### src/rtl/tdm_demux_pkg.sv
// tdm_demux_pkg
//   Shared constants and types for the 1-to-2 TDM demultiplexer.
//   DEFAULT_WIDTH : default data word width
//   FIFO_DEPTH    : entries per output channel buffer (fixed at 2)
//   CNT_W         : width of the per-channel accept counters
//   chan_e        : output channel selector (CH0 / CH1)
package tdm_demux_pkg;

  localparam int DEFAULT_WIDTH = 8;
  localparam int FIFO_DEPTH    = 2;
  localparam int CNT_W         = 8;

  typedef enum logic {
    CH0 = 1'b0,
    CH1 = 1'b1
  } chan_e;

endpackage

### src/rtl/chan_fifo.sv
// chan_fifo
//   Small synchronous FIFO with valid/ready handshakes on both sides.
//   Ports:
//     clk, rst_n            : clock, asynchronous active-low reset
//     in_valid/in_ready     : push handshake; in_ready = not full (no bypass)
//     in_data               : word to push
//     out_valid/out_ready   : pop handshake; out_valid = not empty
//     out_data              : head entry (zero after reset)
module chan_fifo
  import tdm_demux_pkg::*;
#(
  parameter int WIDTH = DEFAULT_WIDTH,
  parameter int DEPTH = FIFO_DEPTH
) (
  input  logic             clk,
  input  logic             rst_n,
  input  logic             in_valid,
  output logic             in_ready,
  input  logic [WIDTH-1:0] in_data,
  output logic             out_valid,
  input  logic             out_ready,
  output logic [WIDTH-1:0] out_data
);

  localparam int PW = (DEPTH > 1) ? $clog2(DEPTH) : 1;
  localparam int CW = $clog2(DEPTH + 1);

  logic [WIDTH-1:0] mem [DEPTH];
  logic [PW-1:0]    wr_ptr;
  logic [PW-1:0]    rd_ptr;
  logic [CW-1:0]    count;
  logic             push;
  logic             pop;

  function automatic logic [PW-1:0] next_ptr(input logic [PW-1:0] p);
    return (p == PW'(DEPTH - 1)) ? '0 : p + PW'(1);
  endfunction

  // Readiness depends only on the registered count, so a pop in the
  // same cycle never frees space for a push into a full buffer.
  assign in_ready  = (count != CW'(DEPTH));
  assign out_valid = (count != '0);
  assign out_data  = mem[rd_ptr];
  assign push      = in_valid & in_ready;
  assign pop       = out_valid & out_ready;

  // Storage is cleared on reset so out_data reads zero until a new word lands.
  always_ff @(posedge clk or negedge rst_n) begin
    if (!rst_n) begin
      for (int i = 0; i < DEPTH; i++) begin
        mem[i] <= '0;
      end
      wr_ptr <= '0;
      rd_ptr <= '0;
      count  <= '0;
    end else begin
      if (push) begin
        mem[wr_ptr] <= in_data;
        wr_ptr      <= next_ptr(wr_ptr);
      end
      if (pop) begin
        rd_ptr <= next_ptr(rd_ptr);
      end
      case ({push, pop})
        2'b10:   count <= count + CW'(1);
        2'b01:   count <= count - CW'(1);
        default: count <= count;
      endcase
    end
  end

endmodule

### src/rtl/tdm_demux_1to2.sv
// tdm_demux_1to2
//   Routes an upstream valid/ready word stream to one of two buffered
//   output channels, either by in_sel or by internal round-robin.
//   Ports:
//     clk, rst_n                  : clock, asynchronous active-low reset
//     in_valid/in_ready/in_data   : upstream handshake and word
//     in_sel                      : destination when auto_mode = 0
//     auto_mode                   : 1 = alternate channels, ignore in_sel
//     outN_valid/outN_ready/outN_data : per-channel downstream handshake
//     cnt0, cnt1                  : words accepted per channel, modulo 256
module tdm_demux_1to2
  import tdm_demux_pkg::*;
#(
  parameter int WIDTH = DEFAULT_WIDTH,
  parameter int DEPTH = FIFO_DEPTH
) (
  input  logic             clk,
  input  logic             rst_n,
  input  logic             in_valid,
  output logic             in_ready,
  input  logic [WIDTH-1:0] in_data,
  input  logic             in_sel,
  input  logic             auto_mode,
  output logic             out0_valid,
  input  logic             out0_ready,
  output logic [WIDTH-1:0] out0_data,
  output logic             out1_valid,
  input  logic             out1_ready,
  output logic [WIDTH-1:0] out1_data,
  output logic [CNT_W-1:0] cnt0,
  output logic [CNT_W-1:0] cnt1
);

  chan_e target;
  chan_e rr;
  logic  push0_valid;
  logic  push1_valid;
  logic  push0_ready;
  logic  push1_ready;
  logic  accept;

  // In auto mode the round-robin bit is the only source of the target;
  // a full target stalls input rather than skipping to the other channel.
  always_comb begin
    target = auto_mode ? rr : chan_e'(in_sel);
  end

  assign push0_valid = in_valid & (target == CH0);
  assign push1_valid = in_valid & (target == CH1);

  // Gated with rst_n so upstream sees no readiness while reset is held.
  assign in_ready = rst_n & ((target == CH1) ? push1_ready : push0_ready);
  assign accept   = in_valid & in_ready;

  chan_fifo #(
    .WIDTH (WIDTH),
    .DEPTH (DEPTH)
  ) u_fifo0 (
    .clk       (clk),
    .rst_n     (rst_n),
    .in_valid  (push0_valid),
    .in_ready  (push0_ready),
    .in_data   (in_data),
    .out_valid (out0_valid),
    .out_ready (out0_ready),
    .out_data  (out0_data)
  );

  chan_fifo #(
    .WIDTH (WIDTH),
    .DEPTH (DEPTH)
  ) u_fifo1 (
    .clk       (clk),
    .rst_n     (rst_n),
    .in_valid  (push1_valid),
    .in_ready  (push1_ready),
    .in_data   (in_data),
    .out_valid (out1_valid),
    .out_ready (out1_ready),
    .out_data  (out1_data)
  );

  // rr is held at CH0 outside auto mode so every auto session starts at
  // channel 0; counters wrap naturally at their width.
  always_ff @(posedge clk or negedge rst_n) begin
    if (!rst_n) begin
      rr   <= CH0;
      cnt0 <= '0;
      cnt1 <= '0;
    end else begin
      if (!auto_mode) begin
        rr <= CH0;
      end else if (accept) begin
        rr <= (rr == CH0) ? CH1 : CH0;
      end
      if (accept && (target == CH0)) begin
        cnt0 <= cnt0 + CNT_W'(1);
      end
      if (accept && (target == CH1)) begin
        cnt1 <= cnt1 + CNT_W'(1);
      end
    end
  end

endmodule

### config.mk
export PLATFORM = sky130hd
export DESIGN_NAME = tdm_demux_1to2
export DESIGN_NICKNAME = d
export VERILOG_FILES = /design/src/rtl/tdm_demux_pkg.sv /design/src/rtl/chan_fifo.sv /design/src/rtl/tdm_demux_1to2.sv
export SDC_FILE = /design/constraint.sdc
export NUM_CORES = 1
export LEC_CHECK = 0
export ABC_AREA = 1
export CAP_MARGIN = 20
export CORE_MARGIN = 2
export CORE_UTILIZATION = 52
export CTS_CLUSTER_DIAMETER = 200
export CTS_CLUSTER_SIZE = 8
export DETAILED_ROUTE_END_ITERATION = 8
export GPL_ROUTABILITY_DRIVEN = 0
export PLACE_DENSITY_LB_ADDON = 0.15
export SLEW_MARGIN = 20
export SYNTH_ARGS = -nofsm -noshare
export SYNTH_HDL_FRONTEND = slang
export SYNTH_SLANG_ARGS = --single-unit
### constraint.sdc
create_clock -name clk -period 2.3 [get_ports clk]
set_clock_uncertainty 0.15 [all_clocks]
set_input_delay 0.345 -clock clk [delete_from_list [all_inputs] [get_ports clk]]
set_output_delay 0.345 -clock clk [all_outputs]
set_load 0.01 [all_outputs]
# == Word level (Yosys, flattened, before mapping) ==
# Index checks and enable logic that the tools add are counted.
# totals
elab_cells,80
regBits,57
inputBits,15
out_inout_bits,35
# classes
bitwise,13
n_reduce_logical,8
n_eq_ne,7
n_lt_le_gt_ge,6
muxes,23
add_sub_neg,10
# ops
operator,count
$mux 8,8
$bwmux 16,2
$add 8x1->8 const B,2
$demux 8 s1,2
$mux 1,9
$and 1x1->1,8
$ge 2x2->1 const B,4
$not 1->2,4
$pmux 2 s2,2
$reduce_bool 2->1,4
$add 1x1->1 const B,4
$add 2x1->2 const B,2
$eq 2x1->1 const B,2
$eq 2x2->1 const B,2
$logic_and 1x1->1,4
$lt 2x1->1 const B,2
$ne 2x2->1 const B,2
$sub 2x1->2 const B,2
$ne 2x1->1 const B,1
$not 1->1,1

# == Depth between registers and ports, before layout ==
# Gate-level depths: netlist (run 1).
# depth
word_depth,6
ltp_mapped,9

# == Cells and area by module ==
# From an unflattened synthesis (run 1), not the netlist that was laid out.
# hier_totals
cells_unflattened,388
area_unflattened_um2,3071.7
# modules_own_cells
mod,cells_each,area_per_inst_um2,instances
tdm_demux_1to2,140,1046.0,1
chan_fifo (u_fifo1),124,1018.5,1
chan_fifo (u_fifo0),124,1007.2,1

# == Least setup slack after synthesis (run 1) ==
# No wires, ideal clock.
# synth_timing
path_kind,register -> register
start,reg u_fifo1.count[0]
end,reg u_fifo1.count[1]
synth_period_minus_slack_ns,1.798
required_ns,2.019
slack_ns,0.502
arrival_time_ns,1.517
path_stages_with_launch,8
cell_sequence,dfrtp_1 > or2_2 > nand2_1 > inv_1 > ha_1 > a21oi_1 > o21ai_0 > xor2_1
# synth_between
elab_chain_len,4
# synth_rtl
element,line_no,source
from (decl),chan_fifo.sv:31,logic [CW-1:0] count;
from (signal assigned),chan_fifo.sv:65,2'b10: count <= count + CW'(1);
from (signal assigned),chan_fifo.sv:66,2'b01: count <= count - CW'(1);
from (signal assigned),chan_fifo.sv:67,default: count <= count;
$reduce_bool 2->1 (*),chan_fifo.sv:42,assign out_valid = (count != '0);
via out1_valid,tdm_demux_1to2.sv:27,"output logic out1_valid,"
$and 1x1->1 (*),chan_fifo.sv:45,assign pop = out_valid & out_ready;
via u_fifo1.pop,chan_fifo.sv:33,logic pop;
$eq 2x1->1 or $eq 2x2->1 (tied branches),chan_fifo.sv:64,"case ({push, pop})"
$pmux 2 s2 or $reduce_bool 2->1 (tied branches),--,
# Mark *: on every way through the listed nets, which the timed path passes. The rest lies on a longest branch.
# A chain may end at the register's enable or synchronous reset.

# == Final worst setup path (run 1) ==
# layout_timing
start,reg u_fifo1.rd_ptr
end,out out1_data[2]
# layout_between
elab_chain_len,4
# layout_rtl
element,line_no,source
from (decl),chan_fifo.sv:30,logic [PW-1:0] rd_ptr;
from (signal assigned),chan_fifo.sv:62,rd_ptr <= next_ptr(rd_ptr);
$not 1->2 (implied by the code),chan_fifo.sv:43,assign out_data = mem[rd_ptr];
$mux 8 (implied by the code) (3 in series),chan_fifo.sv:43,
to (decl),tdm_demux_1to2.sv:29,"output logic [WIDTH-1:0] out1_data,"
# Every way passes these cells. The select of a mux whose other input is x is not followed.

==> impl_results.rst, run 1 <==
.. list-table::
   :header-rows: 1

   * - Metric
     - Value
   * - Combinational power share
     - 41.1%
   * - Post-CTS setup buffer count
     - 0
   * - P_int
     - 3000 µW
   * - Post-route fraction of the period consumed by the critical path
     - 95.7%
   * - CTS max path bufs
     - 2
   * - DRT iter0 DRCs
     - 121
   * - Final antenna diode count
     - 0
   * - Die Wd
     - 77.1 µm
   * - Initial standard-cell utilization of the core
     - 54.1%
   * - Via count of the first global-routing pass
     - 2,206
   * - Cell count of the worst reg-to-reg path
     - 7
   * - Initial antenna violation count
     - 0
   * - Worst Path Class, Setup
     - reg -> out
   * - Core region area
     - 5140 µm²
   * - Required time reported for the critical path endpoint
     - 1.80 ns
   * - Area share of the leading cell type in the synthesized netlist
     - 51.3%
   * - Total GRT Usage
     - 21.1%
   * - Leakage power figure
     - 0.00180 µW
   * - Critical path data arrival time
     - 1.71 ns
   * - Run status
     - complete, no violations
   * - Summed instance area of the synthesized netlist
     - 2780 µm²
   * - Area of the die
     - 5950 µm²
   * - Clock input transition at the sequential cells of the worst setup and hold paths
     - 0.06 ns
   * - TritonCTS clock tree
     - built
   * - Synth warnings
     - 0
   * - Antenna-violating nets left
     - 0
   * - Largest net degree at the start of global routing
     - 59
   * - Post-place setup slack
     - -0.0543 ns
   * - Detailed-route vias per instance
     - 4.83
   * - Initial DRT Pass Iterations
     - 5
   * - Clock latency at the later pin of the worst-skew pair
     - 0.33 ns
   * - Footprint of the multi-input gates
     - 1140 µm²
   * - Seq. cell area
     - 1430 µm²
   * - Reg2Reg Launch Point
     - u_fifo1.count[0]
   * - GRT overflow
     - 0
   * - DRC violations left
     - 0
   * - Site Rows
     - 26
   * - Area Overhead vs Synth
     - 30.6%
   * - Total negative setup slack
     - 0 ns
   * - Worst Slack Setup Final
     - 0.0994 ns
   * - Final period demand of the worst path
     - 2.20 ns
   * - Worst R2R End
     - u_fifo1.count[1]
   * - Detailed-route via count
     - 2,292
   * - Total net switching power
     - 1610 µW
   * - Worst ir drop on vdd
     - 779 µV
   * - CTS sink count
     - 57
   * - Max Fclk
     - 454 MHz
   * - Leading area contributor after synthesis
     - dfrtp_1
   * - Vertical die dimension
     - 77.1 µm
   * - Final setup violating endpoints
     - 0
   * - Maximum Capacitance Violations
     - 0
   * - Max-slew violation total from the final report
     - 0
   * - Routed WL per cell
     - 12.1 µm
   * - Sequential fraction of the synthesis area
     - 51.3%
   * - IO Pins
     - 50
   * - Post-Syn Instances
     - 334
   * - Number of distinct library cells after synthesis
     - 26
   * - Unrepaired setup endpoints after global routing
     - no
   * - Share of power burned in registers
     - 37.9%
   * - Number of nets in the synthesized netlist
     - 353
   * - Fraction of layout cells with a size suffix above 1
     - 12.1%
   * - Post-synthesis register bit count
     - 57
   * - Detailed-placement wirelength estimate
     - 3990 µm
   * - Transition at the pin with the smallest max-transition slack
     - 0.730 ns
   * - Number of endpoints with negative hold slack in the final report
     - 0
   * - Peak fanout along the critical path
     - 17
   * - Root buf cell
     - clkbuf_8
   * - Number of fillers in the final layout
     - 459
   * - Total power
     - 4620 µW
   * - Power Density
     - 1270 nW/µm²
   * - Number of nets in the finished design
     - 419
   * - Top area cells in the synthesized netlist
     - dfrtp_1, nand2_1, inv_1
   * - Syn avg cell area
     - 8.32 µm²
   * - Port bufs
     - 49
   * - Clock network fraction of total power
     - 21.0%
   * - Switching share of power
     - 35.0%
   * - CTS H-tree depth
     - 3
   * - Total detailed-routing wirelength
     - 5720 µm
   * - Element type at the critical path start
     - flop
   * - Relative slew margins
     - 51.3%
   * - Worst hold-check slack
     - 0.0717 ns
   * - Number of buffers added by the clock tree synthesis step
     - 9
   * - Min-delay worst type
     - in -> async
   * - Wire length of the first global-routing pass
     - 9850 µm
   * - Worst setup EP type
     - primary output
   * - Worst reg-to-reg setup slack
     - 0.42 ns
[per-stage QoR]
stage	utilization, %	std cells	instance area, µm²
2_1_floorplan	-	334	2780
3_3_place_gp	66.6	459	3420
3_5_place_dp	66.6	459	3420
4_1_cts	70.6	475	3630
5_1_grt	70.6	475	3630
6_report	70.6	475	3630
[layer usage]
| layer | vias up | track usage [%] | routed length, µm |
|---|---|---|---|
| met5 | - | 0 | 0 |
| li1 | 1173 | - | - |
| met1 | 1062 | 26.3 | 2670 |
| met3 | 9 | 6.47 | 252 |
| met2 | 48 | 35.3 | 2730 |
| met4 | 0 | 6.43 | 73 |
[cells in the final DEF (no fill, tap or decap), drive strengths merged]
cell type / count
a21oi: 2
nor3: 2
nand3b: 2
dfrtp: 57
inv: 41
bufinv: 1
nand2: 129
buf: 16
o21a: 8
xnor2: 4
nand3: 6
xor2: 14
dlygate4sd2: 1
nor2: 10
clkbuf: 14
nand4: 6
ha: 4
clkinv: 2
clkdlybuf4s50: 47
o21ai: 36
or2: 3
[area by class of cell]
class / instances / share of cell area (%)
multi-input cells: 226 / 31.4
clock inverters: 2 / 0.965
flip-flops and latches: 57 / 39.3
clock buffers: 14 / 4.76
well taps: 70 / 2.41
repair buffers: 64 / 16.8
inverters: 42 / 4.34
[worst max-delay path, cell delays in order, from the launching register on]
cell and delay (ns):
dfrtp_2 0.51, o21ai_0 0.28, clkdlybuf4s50_1 0.59
[worst max path at each step]
stage | from | endpoint | cells after the start
global placement | auto_mode | in_ready | 8
CTS | u_fifo1.rd_ptr | out1_data[0] | 2
detailed placement | auto_mode | in_ready | 8
finish | u_fifo1.rd_ptr | out1_data[2] | 2
floorplan | u_fifo1.count[0] | u_fifo1.count[1] | 7
global route | u_fifo1.rd_ptr | out1_data[2] | 2
[flip-flops by register name, summed over array words and instances (netlist names)]
register,cells
u_fifo0.mem,16
u_fifo1.mem,16
cnt0,8
cnt1,8
u_fifo0.count,2
u_fifo1.count,2
rr,1
u_fifo0.rd_ptr,1
u_fifo0.wr_ptr,1
u_fifo1.rd_ptr,1
u_fifo1.wr_ptr,1
[cell usage after synthesis]
cell type	instances
nand2_1	127
dfrtp_1	57
inv_1	40
o21ai_0	28
xor2_1	14
o21a_1	8
o21ai_2	8
nand4_1	6
nor2_1	6
nand3_1	5
clkbuf_1	4
ha_1	4
nor2_2	4
xnor2_1	4
a21oi_1	2
buf_2	2
buf_6	2
nand2_2	2
nand3b_1	2
nor3_1	2
or2_2	2
buf_4	1
clkinv_1	1
inv_2	1
nand3_2	1
or2_1	1
[kinds of logic after synthesis]
logic type,after synthesis,share of synthesized area [%]
AND/OR/NAND/NOR,158,23.5
flip-flops,57,51.3
buffers and inverters,51,7.65
AO/OA/AOI/OAI,46,10.1
XOR/XNOR,18,5.67
adder cells (fa/ha/maj),4,1.80
[timing repair]
action | 4_1_cts | 5_1_grt
gates cloned | 0 | 0
hold buffers | 0 | 0
gates resized for setup | 1 | 1
pin swaps | 0 | 0
endpoints found under the setup margin | 1 | 7
[power by group through the flow]
stage	clock (µW)	sequential [µW]	combinational, µW
6_report	971	1750	1890
2_1_floorplan	0	1690	1060
3_3_place_gp	0	1740	1850
3_5_place_dp	0	1750	1910
5_1_grt	1040	1810	2100
4_1_cts	984	1740	1920
Power figures use the tool's default switching activity.
==> run 2, diff against run 1 <==
--- a/config.mk
+++ b/config.mk
@@ -13,6 +13,7 @@
 export CTS_CLUSTER_SIZE = 8
 export DETAILED_ROUTE_END_ITERATION = 8
 export GPL_ROUTABILITY_DRIVEN = 0
+export MAX_ROUTING_LAYER = met4
 export PLACE_DENSITY_LB_ADDON = 0.15
 export SLEW_MARGIN = 20
 export SYNTH_ARGS = -nofsm -noshare
==> impl_results.rst, run 2 (synthesis results as in run 1) <==
.. list-table::
   :header-rows: 1

   * - Metric
     - Value
   * - Peak fanout along the critical path
     - 17
   * - Initial standard-cell utilization of the core
     - 54.1%
   * - Post-DP Area
     - 3420 µm²
   * - Final period demand of the worst path
     - 2.20 ns
   * - Worst Path Class, Setup
     - reg -> out
   * - Routed WL per cell
     - 12.1 µm
   * - Largest stage delay on the critical path
     - 0.59 ns
   * - Final setup violating endpoints
     - 0
   * - Area Overhead vs Synth
     - 30.6%
   * - Post-route design area
     - 3630 µm²
   * - Highest-delay cell along the critical path
     - clkdlybuf4s50_1
   * - Detailed-route vias per instance
     - 4.82
   * - CTS sink count
     - 57
   * - Hold bufs inserted after CTS
     - 0
   * - Most common library cell in the layout ignoring fill and taps
     - nand2_1
   * - Maximum Capacitance Violations
     - 0
   * - Leakage power figure
     - 0.00180 µW
   * - Site Rows
     - 26
   * - Count of buffer and inverter cells on the critical path
     - 1
   * - Post-CTS setup buffer count
     - 0
   * - CTS max path bufs
     - 2
   * - Port bufs
     - 49
   * - Wire length of the first global-routing pass
     - 9880 µm
   * - Fraction of layout cells with a size suffix above 1
     - 12.1%
   * - Max Fclk
     - 454 MHz
   * - Core region area
     - 5140 µm²
   * - Detailed-placement wirelength estimate
     - 3990 µm
   * - Worst reg-to-reg setup slack
     - 0.42 ns
   * - GRT overflow
     - 0
   * - DRC violations left
     - 0
   * - Required time reported for the critical path endpoint
     - 1.80 ns
   * - CTS H-tree depth
     - 3
   * - DRT iter0 DRCs
     - 118
   * - Critical path data arrival time
     - 1.71 ns
   * - Total detailed-routing wirelength
     - 5740 µm
   * - Max-slew violation total from the final report
     - 0
   * - Most frequent cells in the layout
     - nand2_1, dfrtp_1, clkdlybuf4s50_1
   * - Critical path cell sequence
     - o21ai_0, clkdlybuf4s50_1
   * - Number of nets in the finished design
     - 419
   * - Clock latency at the later pin of the worst-skew pair
     - 0.33 ns
   * - Vertical die dimension
     - 77.1 µm
   * - Clock input transition at the sequential cells of the worst setup and hold paths
     - 0.06 ns
   * - Top cell family by delay on the critical path
     - buffers and inverters
   * - Largest net degree at the start of global routing
     - 59
   * - Number of endpoints with negative hold slack in the final report
     - 0
   * - Worst R2R End
     - u_fifo1.count[1]
   * - Transition at the pin with the smallest max-transition slack
     - 0.730 ns
   * - Cell count of the worst reg-to-reg path
     - 7
   * - Worst ir drop on vdd
     - 779 µV
   * - Unrepaired setup endpoints after global routing
     - no
   * - Min-delay worst type
     - in -> async
   * - Element type at the critical path start
     - flop
   * - Largest registers
     - u_fifo0.mem x16, u_fifo1.mem x16
   * - Reg2Reg Launch Point
     - u_fifo1.count[0]
   * - Final core utilization
     - 70.6%
   * - Final antenna diode count
     - 0
   * - Root buf cell
     - clkbuf_8
   * - Initial DRT Pass Iterations
     - 5
   * - Antenna-violating nets left
     - 0
   * - TritonCTS clock tree
     - built
   * - Die Wd
     - 77.1 µm
   * - Post-route fraction of the period consumed by the critical path
     - 95.7%
   * - Total GRT Usage
     - 21.8%
   * - Via count of the first global-routing pass
     - 2,204
   * - Initial antenna violation count
     - 0
   * - Number of buffers added by the clock tree synthesis step
     - 9
   * - Power Density
     - 1270 nW/µm²
   * - Relative slew margins
     - 51.3%
   * - Detailed-route via count
     - 2,291
   * - Area of the die
     - 5950 µm²
   * - IO Pins
     - 50
   * - Worst setup EP type
     - primary output
   * - Run status
     - complete, no violations
==> run 2: cell counts in the layout (fill, tap and decap cells not counted) <==
Identical to the previous run, type by type.
==> run 2: per-stage QoR <==
| step | worst slack (ns) | hold slack, ns | TNS, ns | instances | power, µW |
|---|---|---|---|---|---|
| after floorplan | 0.502 | -0.101 | 0 | 334 | 2750 |
| after global placement | -0.00257 | 0.317 | -0.00257 | 459 | 3590 |
| after detailed placement | -0.0543 | 0.318 | -0.0543 | 459 | 3660 |
| after CTS | 0.00426 | 0.0788 | 0 | 475 | 4650 |
| after global routing | 0.0231 | 0.120 | 0 | 475 | 4960 |
| final | 0.0996 | 0.0719 | 0 | 475 | 4620 |
==> run 2: how the worst max path moves through the flow <==
| stage | startpoint | end | slack [ns] | cells past startpoint |
|---|---|---|---|---|
| 2_1_floorplan | u_fifo1.count[0] | u_fifo1.count[1] | 0.50 | 7 |
| 3_3_place_gp | auto_mode | in_ready | -0.003 | 8 |
| 3_5_place_dp | auto_mode | in_ready | -0.05 | 8 |
| 4_1_cts | u_fifo1.rd_ptr | out1_data[0] | 0.004 | 2 |
| 5_1_grt | u_fifo1.rd_ptr | out1_data[2] | 0.02 | 2 |
| 6_report | u_fifo1.rd_ptr | out1_data[2] | 0.1 | 2 |
==> run 2: per-layer routing <==
metal	part of all wire [%]	global-route usage [%]	vias up
met4	1.3	6.43	0
li1	-	-	1172
met1	47	26.6	1065
met2	48	35.3	46
met3	4.1	6.24	8
met5	0	-	-
==> run 2: final cells by class <==
| class | instances | area, µm² |
|---|---|---|
| fill | 459 | 1510 |
| sequential | 57 | 1430 |
| multi-input combinational | 226 | 1140 |
| timing repair buffer | 64 | 609 |
| clock buffer | 14 | 173 |
| inverter | 42 | 158 |
| tap | 70 | 87.6 |
| clock inverter | 2 | 35.0 |
==> run 2: repair_timing <==
item | 4_1_cts | 5_1_grt
resized for setup | 1 | 1
pin swaps | 0 | 0
endpoints found under the setup margin | 1 | 7
==> run 2: where the power goes <==
group          total, µW  internal (µW)  switching, µW
logic               1900            987            909
clock network        971            589            383
registers           1750           1430            323
